===== src/rtl/wb_stage.sv =====
// Writeback stage: arbitrates ALU results against a buffered LSU return FIFO and
// issues one registered register-file write per cycle. Optional macro: WB_FORWARD_EN.
module wb_stage #(
  parameter int unsigned XLEN      = 32,
  parameter int unsigned LSU_DEPTH = 2
) (
  input  logic            clk,
  input  logic            reset,
  input  logic            alu_valid,
  output logic            alu_ready,
  input  logic [4:0]      alu_rd,
  input  logic [XLEN-1:0] alu_data,
  input  logic            lsu_valid,
  input  logic [4:0]      lsu_rd,
  input  logic [XLEN-1:0] lsu_data,
  input  logic [2:0]      lsu_funct3,
  input  logic [1:0]      lsu_addr_lo,
  output logic            wb_en,
  output logic [4:0]      wb_wa,
  output logic [XLEN-1:0] wb_data,
  output logic [31:0]     wb_count,
  output logic            lsu_overflow
`ifdef WB_FORWARD_EN
  ,
  input  logic [4:0]      fwd_rs_a,
  input  logic [4:0]      fwd_rs_b,
  output logic            fwd_hit_a,
  output logic            fwd_hit_b,
  output logic [XLEN-1:0] fwd_data_a,
  output logic [XLEN-1:0] fwd_data_b
`endif
);

  typedef enum logic {GRANT_ALU = 1'b0, GRANT_LSU = 1'b1} grant_e;

  typedef struct packed {
    logic [4:0]      rd;
    logic [2:0]      funct3;
    logic [1:0]      addr_lo;
    logic [XLEN-1:0] data;
  } lsu_entry_t;

  localparam int unsigned  PW       = $clog2(LSU_DEPTH);
  localparam int unsigned  CW       = PW + 1;
  localparam logic [CW-1:0] FULL_CNT = CW'(LSU_DEPTH);
  localparam logic [CW-1:0] HI_CNT   = CW'(LSU_DEPTH - 1);

  lsu_entry_t      fifo_mem [LSU_DEPTH];
  logic [PW-1:0]   wr_ptr_q, wr_ptr_d, rd_ptr_q, rd_ptr_d;
  logic [CW-1:0]   count_q, count_d;
  grant_e          last_grant_q, last_grant_d;
  logic            ovf_q, ovf_d;
  logic            wb_en_q, wb_en_d;
  logic [4:0]      wb_wa_q, wb_wa_d;
  logic [XLEN-1:0] wb_data_q, wb_data_d;
  logic [31:0]     cnt_q, cnt_d;

  lsu_entry_t      head;
  lsu_entry_t      push_entry;
  logic            fifo_empty, fifo_full;
  logic            lsu_win, alu_win, grant, do_push, do_write;
  logic [7:0]      ld_byte;
  logic [15:0]     ld_half;
  logic [XLEN-1:0] ld_fmt, win_data;
  logic [4:0]      win_rd;

  always_comb begin
    head       = fifo_mem[rd_ptr_q];
    push_entry = '{rd: lsu_rd, funct3: lsu_funct3, addr_lo: lsu_addr_lo, data: lsu_data};
  end

  // Arbitration: a nearly-full FIFO always wins, otherwise round-robin on contention.
  always_comb begin
    fifo_empty = (count_q == '0);
    fifo_full  = (count_q == FULL_CNT);
    if (count_q >= HI_CNT) begin
      lsu_win = 1'b1;
    end else if (!fifo_empty && alu_valid) begin
      lsu_win = (last_grant_q == GRANT_ALU);
    end else begin
      lsu_win = !fifo_empty;
    end
    alu_win   = alu_valid & ~lsu_win;
    grant     = lsu_win | alu_win;
    alu_ready = reset & ~lsu_win;
  end

  always_comb begin
    case (head.addr_lo)
      2'd0:    ld_byte = head.data[7:0];
      2'd1:    ld_byte = head.data[15:8];
      2'd2:    ld_byte = head.data[23:16];
      default: ld_byte = head.data[31:24];
    endcase
    ld_half = head.addr_lo[1] ? head.data[31:16] : head.data[15:0];
    case (head.funct3)
      3'b000:  ld_fmt = {{(XLEN-8){ld_byte[7]}}, ld_byte};
      3'b001:  ld_fmt = {{(XLEN-16){ld_half[15]}}, ld_half};
      3'b100:  ld_fmt = {{(XLEN-8){1'b0}}, ld_byte};
      3'b101:  ld_fmt = {{(XLEN-16){1'b0}}, ld_half};
      default: ld_fmt = head.data;
    endcase
  end

  always_comb begin
    win_rd   = lsu_win ? head.rd : alu_rd;
    win_data = lsu_win ? ld_fmt  : alu_data;

    last_grant_d = last_grant_q;
    if (lsu_win) begin
      last_grant_d = GRANT_LSU;
    end else if (alu_win) begin
      last_grant_d = GRANT_ALU;
    end

    // When full, a push is only taken if the head is popped in the same cycle.
    do_push  = lsu_valid & (~fifo_full | lsu_win);
    ovf_d    = ovf_q | (lsu_valid & fifo_full & ~lsu_win);
    wr_ptr_d = do_push ? wr_ptr_q + PW'(1) : wr_ptr_q;
    rd_ptr_d = lsu_win ? rd_ptr_q + PW'(1) : rd_ptr_q;
    count_d  = count_q + CW'(do_push) - CW'(lsu_win);

    do_write  = grant & (win_rd != '0);
    wb_en_d   = do_write;
    wb_wa_d   = do_write ? win_rd : '0;
    wb_data_d = do_write ? win_data : '0;
    cnt_d     = cnt_q + 32'(grant);
  end

  always_ff @(posedge clk or negedge reset) begin
    if (!reset) begin
      wr_ptr_q     <= '0;
      rd_ptr_q     <= '0;
      count_q      <= '0;
      last_grant_q <= GRANT_ALU;
      ovf_q        <= 1'b0;
      wb_en_q      <= 1'b0;
      wb_wa_q      <= '0;
      wb_data_q    <= '0;
      cnt_q        <= '0;
    end else begin
      wr_ptr_q     <= wr_ptr_d;
      rd_ptr_q     <= rd_ptr_d;
      count_q      <= count_d;
      last_grant_q <= last_grant_d;
      ovf_q        <= ovf_d;
      wb_en_q      <= wb_en_d;
      wb_wa_q      <= wb_wa_d;
      wb_data_q    <= wb_data_d;
      cnt_q        <= cnt_d;
    end
  end

  always_ff @(posedge clk) begin
    if (do_push) begin
      fifo_mem[wr_ptr_q] <= push_entry;
    end
  end

  assign wb_en        = wb_en_q;
  assign wb_wa        = wb_wa_q;
  assign wb_data      = wb_data_q;
  assign wb_count     = cnt_q;
  assign lsu_overflow = ovf_q;

`ifdef WB_FORWARD_EN
  always_comb begin
    fwd_hit_a  = wb_en_q && (wb_wa_q == fwd_rs_a) && (fwd_rs_a != '0);
    fwd_hit_b  = wb_en_q && (wb_wa_q == fwd_rs_b) && (fwd_rs_b != '0);
    fwd_data_a = wb_data_q;
    fwd_data_b = wb_data_q;
  end
`endif

endmodule


===== config.mk =====
export PLATFORM = sky130hd
export DESIGN_NAME = wb_stage
export DESIGN_NICKNAME = d
export VERILOG_FILES = /design/src/rtl/wb_stage.sv
export SDC_FILE = /design/constraint.sdc
export NUM_CORES = 1
export LEC_CHECK = 0
export ABC_AREA = 1
export BUFFER_PORTS_ARGS = -buffer_cell sky130_fd_sc_hd__buf_2
export CAP_MARGIN = 20
export CORE_MARGIN = 3
export CORE_UTILIZATION = 59
export CTS_CLUSTER_DIAMETER = 100
export CTS_CLUSTER_SIZE = 12
export DETAILED_ROUTE_END_ITERATION = 10
export GPL_ROUTABILITY_DRIVEN = 0
export PLACE_DENSITY = 0.86
export SKIP_CTS_REPAIR_TIMING = 1
export SLEW_MARGIN = 20
export SYNTH_ARGS = -nofsm -noshare
export SYNTH_HDL_FRONTEND = slang
export SYNTH_SLANG_ARGS = --single-unit

===== constraint.sdc =====
create_clock -name clk -period 4.86 [get_ports clk]
set_input_delay 0.972 -clock clk [delete_from_list [all_inputs] [get_ports clk]]
set_output_delay 0.972 -clock clk [all_outputs]
set_load 0.03 [all_outputs]

==> results of run 1 <==
routing by layer:
metal	GRT usage (%)	part of all wire, %
met5	0	0
met4	9.90	2.2
met3	6.37	8.1
met2	43.8	51
met1	33.3	39
stage by stage:
step	cell area, um^2	setup slack (ps)	util [%]
6_report	8550	1790	73.9
3_5_place_dp	7910	1860	68.4
4_1_cts	8550	1900	73.9
3_3_place_gp	7890	1940	68.2
2_1_floorplan	7090	1620	-
5_1_grt	8550	1600	73.9
final timing paths:
kind / to / slack, ps / depth (start not counted)
max: wb_data[28]$_DFF_PN0_ / 1790 / 7
min: lsu_overflow$_DFF_PN0_ / 380 / 0
max reg2reg: wb_data[28]$_DFF_PN0_ / 1790 / 7
min reg2reg: lsu_overflow$_DFF_PN0_ / 380 / 0
max in group asynchronous: rd_ptr_q$_DFFE_PN0P_ / 3440 / 2
min in group asynchronous: wb_count[5]$_DFF_PN0_ / 790 / 2
kinds of logic after synthesis:
group           Yosys count  share of synthesized area (%)
xor+xnor                 34                           4.20
buf+inv                  76                           5.17
fa+ha+maj                 4                          0.706
compound gates           90                           7.44
flops                   159                           62.0
mux                       6                          0.847
simple gates            313                           19.6
worst max-delay path: stages, from the launching register on:
cell	delay [ps]
dfrtp_2	760
o21ai_2	860
inv_2	450
nor3_1	290
nand2_1	140
nand3_4	210
nand2_1	100
a21oi_2	150
final cells by class:
type,count,area [um^2]
Sequential cell,159,4400
Fill cell,791,3020
Multi-Input combinational cell,447,2330
Timing Repair Buffer,158,816
Clock buffer,25,548
Tap cell,143,179
Inverter,46,178
Clock inverter,7,93.8
power groups by stage:
stage                     combinational, mW  sequential (mW)  clock [mW]
after floorplan                        1.42             2.32           0
after global placement                 2.21             2.02           0
after detailed placement               2.30             2.04           0
after CTS                              2.32             2.02        1.41
after global routing                   2.57             2.05        1.48
final                                  2.34             2.02        1.40
cell usage after synthesis, drive strengths merged:
master,number,area [um^2]
o21ai,28,148
nor4,1,6.26
ha,4,50.1
a31oi,7,43.8
a21boi,2,15.0
mux2i,6,60.1
xnor2,11,96.3
edfxtp,84,2520
a21oi,44,254
clkbuf,11,41.3
and2,1,6.26
nor3,14,70.1
dfrtp,75,1880
buf,19,148
or2,18,113
nand3,42,245
nor2,31,131
inv,46,178
xor2,23,201
nand4,8,56.3
nand2,198,763
o211ai,9,67.6
state kept, by name (all words and copies together), names as in the netlist:
signal / flops
lsu_overflow: 1
fifo_mem: 84
wb_wa: 5
wr_ptr_q: 1
wb_en: 1
wb_count: 32
wb_data: 32
rd_ptr_q: 1
count_q: 2
layout by cell type, fill, tap and decap left out, types with 3 or more instances in the layout:
master and count:
clkbuf_8 5, or2_2 18, nand4_1 7, buf_4 4, o21ai_0 19, a31oi_1 7, dfrtp_1 74, xnor2_1 11
inv_1 42, nor2_2 3, o21ai_1 7, a21oi_2 9, buf_2 153, mux2i_1 6, clkbuf_16 19, nor2_1 26
nand3_1 38, o211ai_1 9, xor2_1 23, nor3_1 14, a21oi_1 35, nand2_1 194, edfxtp_1 84, ha_1 4
==> run_results.csv, run 1 <==
group,metric,value,unit
clock_tree,cts_root_buffer,"clkbuf_16",
timing,slew-limit-headroom,32.6,%
global_routing,grt_pass1_vias,5318,
clock_tree,cts_buffers,17,
worst_setup_path,cp.required,5200,ps
power,finalPower,5.76,mW
clock_tree,clockBufferDepth,2,
power,peakVddDrop,0.389,mV
finish,stdcell_count,985,
synthesis,synth_seq_cells,159,
synthesis,synth_nets,769,
synthesis,netlist_instances,682,
finish,diodes,0,
timing,max_freq,326,MHz
detailed_routing,drtIter0Drc,668,
global_routing,grt_max_degree,76,
timing,hold_viol_final,0,
timing,rsz0062_at_grt,"false",
power,leakage,4.01,nW
timing,tightest_slew,1010,ps
die,rows,39,
min_path,worstHoldStart,"lsu_overflow$_DFF_PN0_",
power,p_sw_share,41.1,%
clock_tree,ctsHtreeMaxLevel,4,
worst_setup_path,worstSetupPathType,"reg2reg",
worst_setup_path,crit_fanout,54,
worst_setup_path,arrival,3410,ps
global_routing,grt_first_pass_wirelength,26400,um
die,die_h,116,um
timing,hold_ws,379,ps
placement,numPortBuffers,154,
worst_setup_path,r2r_start,"rd_ptr_q$_DFFE_PN0P_",
global_routing,grtUsageTotal,26.1,%
timing,finClkSkew,9.20,ps
power,p_int,3.39,mW
timing,slew_violations,0,
finish,num-nets-final,916,
placement,hpwl,12100,um
global_routing,gr-total-overflow,0,
timing,fin_crit,3070,ps
finish,area_delta_synth_final,20.5,%
synthesis,syn-cell-area,7090,um^2
status,status,"completed",
synthesis,ys.warnings.count,0,
synthesis,synth_cell_types,36,
die,core,11600,um^2
timing,setup_tns,0,ps
detailed_routing,dr_total_vias,5481,
die,io_pins,155,
power,comb_power_share,40.7,%
clock_tree,cts_tree,"done",
clock_tree,insertion_delay,420,ps
power,power_density,673,nW/um^2
die,start_util,61.3,%
detailed_routing,drt-vias-per-instance,5.56,
power,power_switching,2.37,mW
detailed_routing,drc,0,
timing,fin_crit_sh,63.1,%
finish,final_layout_size_suffix_gt1_share,28.1,%
power,pwr-share-clk,24.3,%
global_routing,antenna_found_initial,0,
placement,placed_cells,953,
worst_setup_path,startpoint,"rd_ptr_q$_DFFE_PN0P_",
clock_tree,clk_pin_slew,60,ps
clock_tree,cts.sinks,159,
synthesis,yosysSeqAreaShare,62.0,%
die,die_w,116,um
worst_setup_path,endpoint_kind,"flip-flop",
job,cap_violations,0,
power,seqPwrFrac,35.1,%
detailed_routing,wl_per_cell,17.0,um
worst_setup_path,critPathLaunchType,"flip-flop",
die,dieArea,13400,um^2
detailed_routing,drtAntennaViolNets,0,
detailed_routing,drt_pass1_iterations,5,
synthesis,avgSynthCellArea,10.4,um^2
detailed_routing,routed_wl,16800,um
timing,finalSetupViolCount,0,
min_path,holdCritPathClass,"reg2reg",
No activity file was read; power rests on OpenSTA's default activity.
==> inputs of run 2 (changes only) <==
--- a/config.mk
+++ b/config.mk
@@ -9,12 +9,12 @@
 export BUFFER_PORTS_ARGS = -buffer_cell sky130_fd_sc_hd__buf_2
 export CAP_MARGIN = 20
 export CORE_MARGIN = 3
-export CORE_UTILIZATION = 59
+export CORE_UTILIZATION = 49
 export CTS_CLUSTER_DIAMETER = 100
 export CTS_CLUSTER_SIZE = 12
 export DETAILED_ROUTE_END_ITERATION = 10
 export GPL_ROUTABILITY_DRIVEN = 0
-export PLACE_DENSITY = 0.86
+export PLACE_DENSITY = 0.76
 export SKIP_CTS_REPAIR_TIMING = 1
 export SLEW_MARGIN = 20
 export SYNTH_ARGS = -nofsm -noshare
==> constraint.sdc (replaced) <==
create_clock -name clk -period 2.5 [get_ports clk]
set_input_delay 0.5 -clock clk [delete_from_list [all_inputs] [get_ports clk]]
set_output_delay 0.5 -clock clk [all_outputs]
set_load 0.03 [all_outputs]
==> run_results.csv, run 2 (same netlist as run 1, synthesis figures left out) <==
group,metric,value,unit
worst_setup_path,endpoint_kind,"flip-flop",
clock_tree,cts_buffers,17,
die,rows,43,
worst_setup_path,critPathLaunchType,"flip-flop",
clock_tree,cts_root_buffer,"clkbuf_16",
clock_tree,clockBufferDepth,2,
power,peakVddDrop,0.770,mV
detailed_routing,drt_pass1_iterations,5,
detailed_routing,drt-vias-per-instance,5.17,
clock_tree,cts.sinks,159,
worst_setup_path,worstSetupPathType,"reg2reg",
status,status,"completed",
worst_setup_path,r2r_end,"wb_count[28]$_DFF_PN0_",
placement,numPortBuffers,154,
finish,final_layout_size_suffix_gt1_share,28.4,%
job,cap_violations,0,
worst_setup_path,crit_fanout,6,
min_path,worstHoldStart,"lsu_data[15]",
worst_setup_path,r2r_setup_slack,310,ps
die,die_h,126,um
global_routing,gr-total-overflow,0,
finish,num-nets-final,922,
global_routing,grtUsageTotal,20.7,%
worst_setup_path,rr_worst_depth,14,
timing,tightest_slew,944,ps
timing,slew_violations,0,
timing,fin_crit,2190,ps
finish,mostFrequentLayoutCells,"nand2_1 (194), buf_2 (153), edfxtp_1 (84), dfrtp_1 (74), inv_1 (43)",
min_path,hold_depth,1,
detailed_routing,drtIter0Drc,513,
timing,hold_viol_final,0,
finish,regMostFlops,"fifo_mem",
timing,rsz0062_at_grt,"false",
detailed_routing,routed_wl,16400,um
timing,hold_ws,260,ps
clock_tree,insertion_delay,430,ps
timing,fin_crit_sh,87.5,%
die,dieArea,16000,um^2
die,die_w,126,um
detailed_routing,dr_total_vias,5326,
min_path,worstHoldEndpoint,"fifo_mem[0][15]$_DFFE_PP_",
power,power_density,1290,nW/um^2
global_routing,grt_pass1_vias,5075,
finish,layout_commonest_cell,"nand2_1",
global_routing,antenna_found_initial,2,
clock_tree,clk_pin_slew,70,ps
die,core,14000,um^2
finish,area_delta_synth_final,21.6,%
timing,finalSetupViolCount,0,
min_path,holdCritPathClass,"in2reg",
clock_tree,ctsHtreeMaxLevel,4,
finish,largest_reg_flops,84,
die,start_util,50.5,%
worst_setup_path,arrival,2520,ps
power,leakage,4.01,nW
placement,hpwl,11800,um
timing,setup_tns,0,ps
timing,slew-limit-headroom,37.1,%
clock_tree,cts_tree,"done",
detailed_routing,wl_per_cell,15.9,um
global_routing,grt_max_degree,76,
detailed_routing,drtAntennaViolNets,0,
worst_setup_path,cp.required,2840,ps
timing,finClkSkew,11.6,ps
detailed_routing,drc,0,
global_routing,grt_first_pass_wirelength,25600,um
die,io_pins,155,
timing,max_freq,457,MHz
worst_setup_path,r2r_start,"count_q[1]$_DFF_PN0_",
[run 2: final cells by class]
class / count / area (um^2)
diodes: 2 / 5.00
clock buffers: 20 / 447
clock inverters: 12 / 160
fillers: 1154 / 5420
inverters: 46 / 178
multi-input cells: 447 / 2330
flip-flops and latches: 159 / 4400
well taps: 180 / 225
repair buffers: 164 / 873
[run 2: critical path, stage by stage, from the launching register on]
cell and delay, ps:
dfrtp_1 350, inv_1 40, nand2_1 60, or2_2 110, ha_1 160, ha_1 190
nand2_1 80, nor2_2 150, nand2_1 130, nor2_2 150, nand3_2 120, nor2_4 170
nand2_1 100, nor2_1 120, xor2_1 160
[run 2: worst max path at each step]
stage,cells past startpoint,start,slack (ps),to
after floorplan,14,alu_valid,40,wb_count[28]$_DFF_PN0_
after global placement,13,alu_valid,270,wb_count[28]$_DFF_PN0_
after detailed placement,13,alu_valid,180,wb_count[28]$_DFF_PN0_
after CTS,14,count_q[1]$_DFF_PN0_,280,wb_count[28]$_DFF_PN0_
after global routing,14,count_q[1]$_DFF_PN0_,130,wb_count[28]$_DFF_PN0_
final,14,count_q[1]$_DFF_PN0_,310,wb_count[28]$_DFF_PN0_
[run 2: report_power, final]
group	internal (mW)	switching, mW	leakage (nW)
clock	1.60	1.04	0.283
combinational	1.42	3.27	2.01
sequential	3.51	0.257	1.72
[run 2: per-layer routing]
metal / routed length, um / vias up / GRT usage, %
met4: 534 / 0 / 9.21
met5: 0 / - / 0
met2: 7810 / 203 / 33.0
li1: - / 2586 / -
met3: 1020 / 38 / 4.72
met1: 7000 / 2499 / 27.4
[run 2: metrics by stage]
| step | instances | worst slack [ps] | util (%) | total power [mW] | area (um^2) |
|---|---|---|---|---|---|
| floorplan | 682 | 40.7 | - | 7.28 | 7100 |
| global placement | 996 | 267 | 57.1 | 8.40 | 8010 |
| detailed placement | 996 | 181 | 57.1 | 8.48 | 8010 |
| CTS | 1028 | 285 | 61.4 | 11.1 | 8620 |
| global route | 1030 | 131 | 61.4 | 11.8 | 8620 |
| finish | 1030 | 312 | 61.4 | 11.1 | 8620 |
==> inputs of run 3 (changes only) <==
--- a/config.mk
+++ b/config.mk
@@ -14,7 +14,7 @@
 export CTS_CLUSTER_SIZE = 12
 export DETAILED_ROUTE_END_ITERATION = 10
 export GPL_ROUTABILITY_DRIVEN = 0
-export PLACE_DENSITY = 0.76
+export PLACE_DENSITY_LB_ADDON = 0.25
 export SKIP_CTS_REPAIR_TIMING = 1
 export SLEW_MARGIN = 20
 export SYNTH_ARGS = -nofsm -noshare
==> run_results.csv, run 3 (same netlist as run 1, synthesis figures left out) <==
group,metric,value,unit
timing,tightest_slew,940,ps
die,rows,43,
detailed_routing,drtAntennaViolNets,0,
detailed_routing,drc,0,
worst_setup_path,slowest_stage,"dfrtp_1",
die,core,14000,um^2
worst_setup_path,cp.required,2830,ps
power,leakage,4.00,nW
status,status,"completed",
placement,place_area,8010,um^2
clock_tree,insertion_delay,420,ps
die,io_pins,155,
worst_setup_path,slowest_delay,360,ps
placement,numPortBuffers,154,
power,comb_power_share,43.0,%
global_routing,antenna_found_initial,0,
die,die_h,126,um
timing,fin_crit_sh,89.1,%
worst_setup_path,worstSetupPathType,"reg2reg",
worst_setup_path,arrival,2560,ps
clock_tree,clk_pin_slew,60,ps
detailed_routing,routed_wl,16700,um
timing,hold_viol_final,0,
finish,final_layout_size_suffix_gt1_share,28.6,%
worst_setup_path,crit_fanout,6,
power,p_sw_share,41.8,%
power,seqPwrFrac,34.2,%
detailed_routing,wl_per_cell,16.2,um
clock_tree,cts_tree,"done",
timing,finalSetupViolCount,0,
finish,layout_commonest_cell,"nand2_1",
global_routing,grtUsageTotal,21.5,%
power,power_switching,4.62,mW
timing,fin_crit,2230,ps
placement,place_ws,135,ps
die,die_w,126,um
global_routing,grt_max_degree,76,
detailed_routing,drt_pass1_iterations,5,
worst_setup_path,worstPathCellList,"inv_1, nand2_1, or2_2, ha_1, ha_1, nand2_1, nor2_2, nand2_1, nor2_2, nand3_2, nor2_4, nand2_1, nor2_1, xor2_1",
finish,num-fill-cells,1154,
timing,slew_violations,0,
finish,num-nets-final,923,
worst_setup_path,critPathLaunchType,"flip-flop",
worst_setup_path,cp_common_cell,"nand2_1",
finish,final_area,8600,um^2
placement,hpwl,12100,um
finish,largest_reg_flops,84,
global_routing,gr-total-overflow,0,
clock_tree,cts_root_buffer,"clkbuf_16",
die,dieArea,16000,um^2
timing,setup_tns,0,ps
finish,diodes,0,
power,power_density,1280,nW/um^2
finish,area_delta_synth_final,21.2,%
power,peakVddDrop,0.597,mV
finish,mostFrequentLayoutCells,"nand2_1 (194), buf_2 (153), edfxtp_1 (84), dfrtp_1 (74), inv_1 (43)",
clock_tree,clockBufferDepth,2,
clock_tree,cts.sinks,159,
timing,rsz0062_at_grt,"false",
timing,slew-limit-headroom,37.3,%
die,start_util,50.5,%
global_routing,grt_pass1_vias,5294,
power,pwr-share-clk,22.8,%
global_routing,grt_first_pass_wirelength,26600,um
timing,finClkSkew,12.4,ps
job,cap_violations,0,
clock_tree,cts_buffers,17,
timing,max_freq,449,MHz
timing,setup_slack,273,ps
power,p_int,6.42,mW
clock_tree,ctsHtreeMaxLevel,4,
detailed_routing,drtIter0Drc,512,
min_path,holdCritPathClass,"in2reg",
worst_setup_path,endpoint_kind,"flip-flop",
finish,regMostFlops,"fifo_mem",
detailed_routing,drt-vias-per-instance,5.28,
detailed_routing,dr_total_vias,5433,
-- run 3: cell type report --
cell class              instances  area, um^2  area share, %
well taps                     180         225           2.62
repair buffers                165         868           10.1
clock inverters                12         110           1.28
flip-flops and latches        159        4400           51.2
inverters                      46         178           2.07
clock buffers                  20         479           5.57
multi-input cells             447        2330           27.2
-- run 3: path summary, 6_finish.rpt --
check                                  startpoint                   endpoint  slack (ps)  cells after the start
min in group asynchronous                   reset         wb_wa[2]$_DFF_PN0_         300                      2
setup / recovery             count_q[1]$_DFF_PN0_     wb_count[28]$_DFF_PN0_         270                     14
hold / removal                       lsu_data[21]  fifo_mem[0][21]$_DFFE_PP_         260                      1
hold reg to reg            lsu_overflow$_DFF_PN0_     lsu_overflow$_DFF_PN0_         370                      0
setup reg to reg             count_q[1]$_DFF_PN0_     wb_count[28]$_DFF_PN0_         270                     14
max in group asynchronous                   reset       rd_ptr_q$_DFFE_PN0P_        1520                      2
-- run 3: through the flow --
step | hold WS [ps] | utilization (%) | instances | total power, mW
6_report | 262 | 61.2 | 1029 | 11.0
5_1_grt | 241 | 61.2 | 1029 | 11.8
4_1_cts | 242 | 61.2 | 1029 | 11.1
3_5_place_dp | 363 | 57.0 | 997 | 8.56
3_3_place_gp | 362 | 57.0 | 997 | 8.44
2_1_floorplan | 204 | - | 682 | 7.28
-- run 3: power by group through the flow --
stage / registers [mW] / clock network, mW / logic (mW)
2_1_floorplan: 4.51 / 0 / 2.76
3_3_place_gp: 3.80 / 0 / 4.64
3_5_place_dp: 3.83 / 0 / 4.73
4_1_cts: 3.78 / 2.57 / 4.75
5_1_grt: 3.84 / 2.69 / 5.22
6_report: 3.78 / 2.51 / 4.75
-- run 3: worst max-delay path: cells and delay by family, from the launching register on --
kind	cells	cell delay (ps)
DFF	1	360
xor gates and xnor gates	1	160
and+or+nand+nor	10	1220
adders and majority gates	2	340
buffers and inverters	1	40
-- run 3: layer usage --
| metal | wire length [um] | global-route usage, % | up-vias |
|---|---|---|---|
| met5 | 0 | 0 | - |
| met4 | 235 | 7.51 | 0 |
| met3 | 1180 | 5.09 | 21 |
| met2 | 7890 | 33.9 | 239 |
| met1 | 7380 | 29.5 | 2587 |
| li1 | - | - | 2586 |
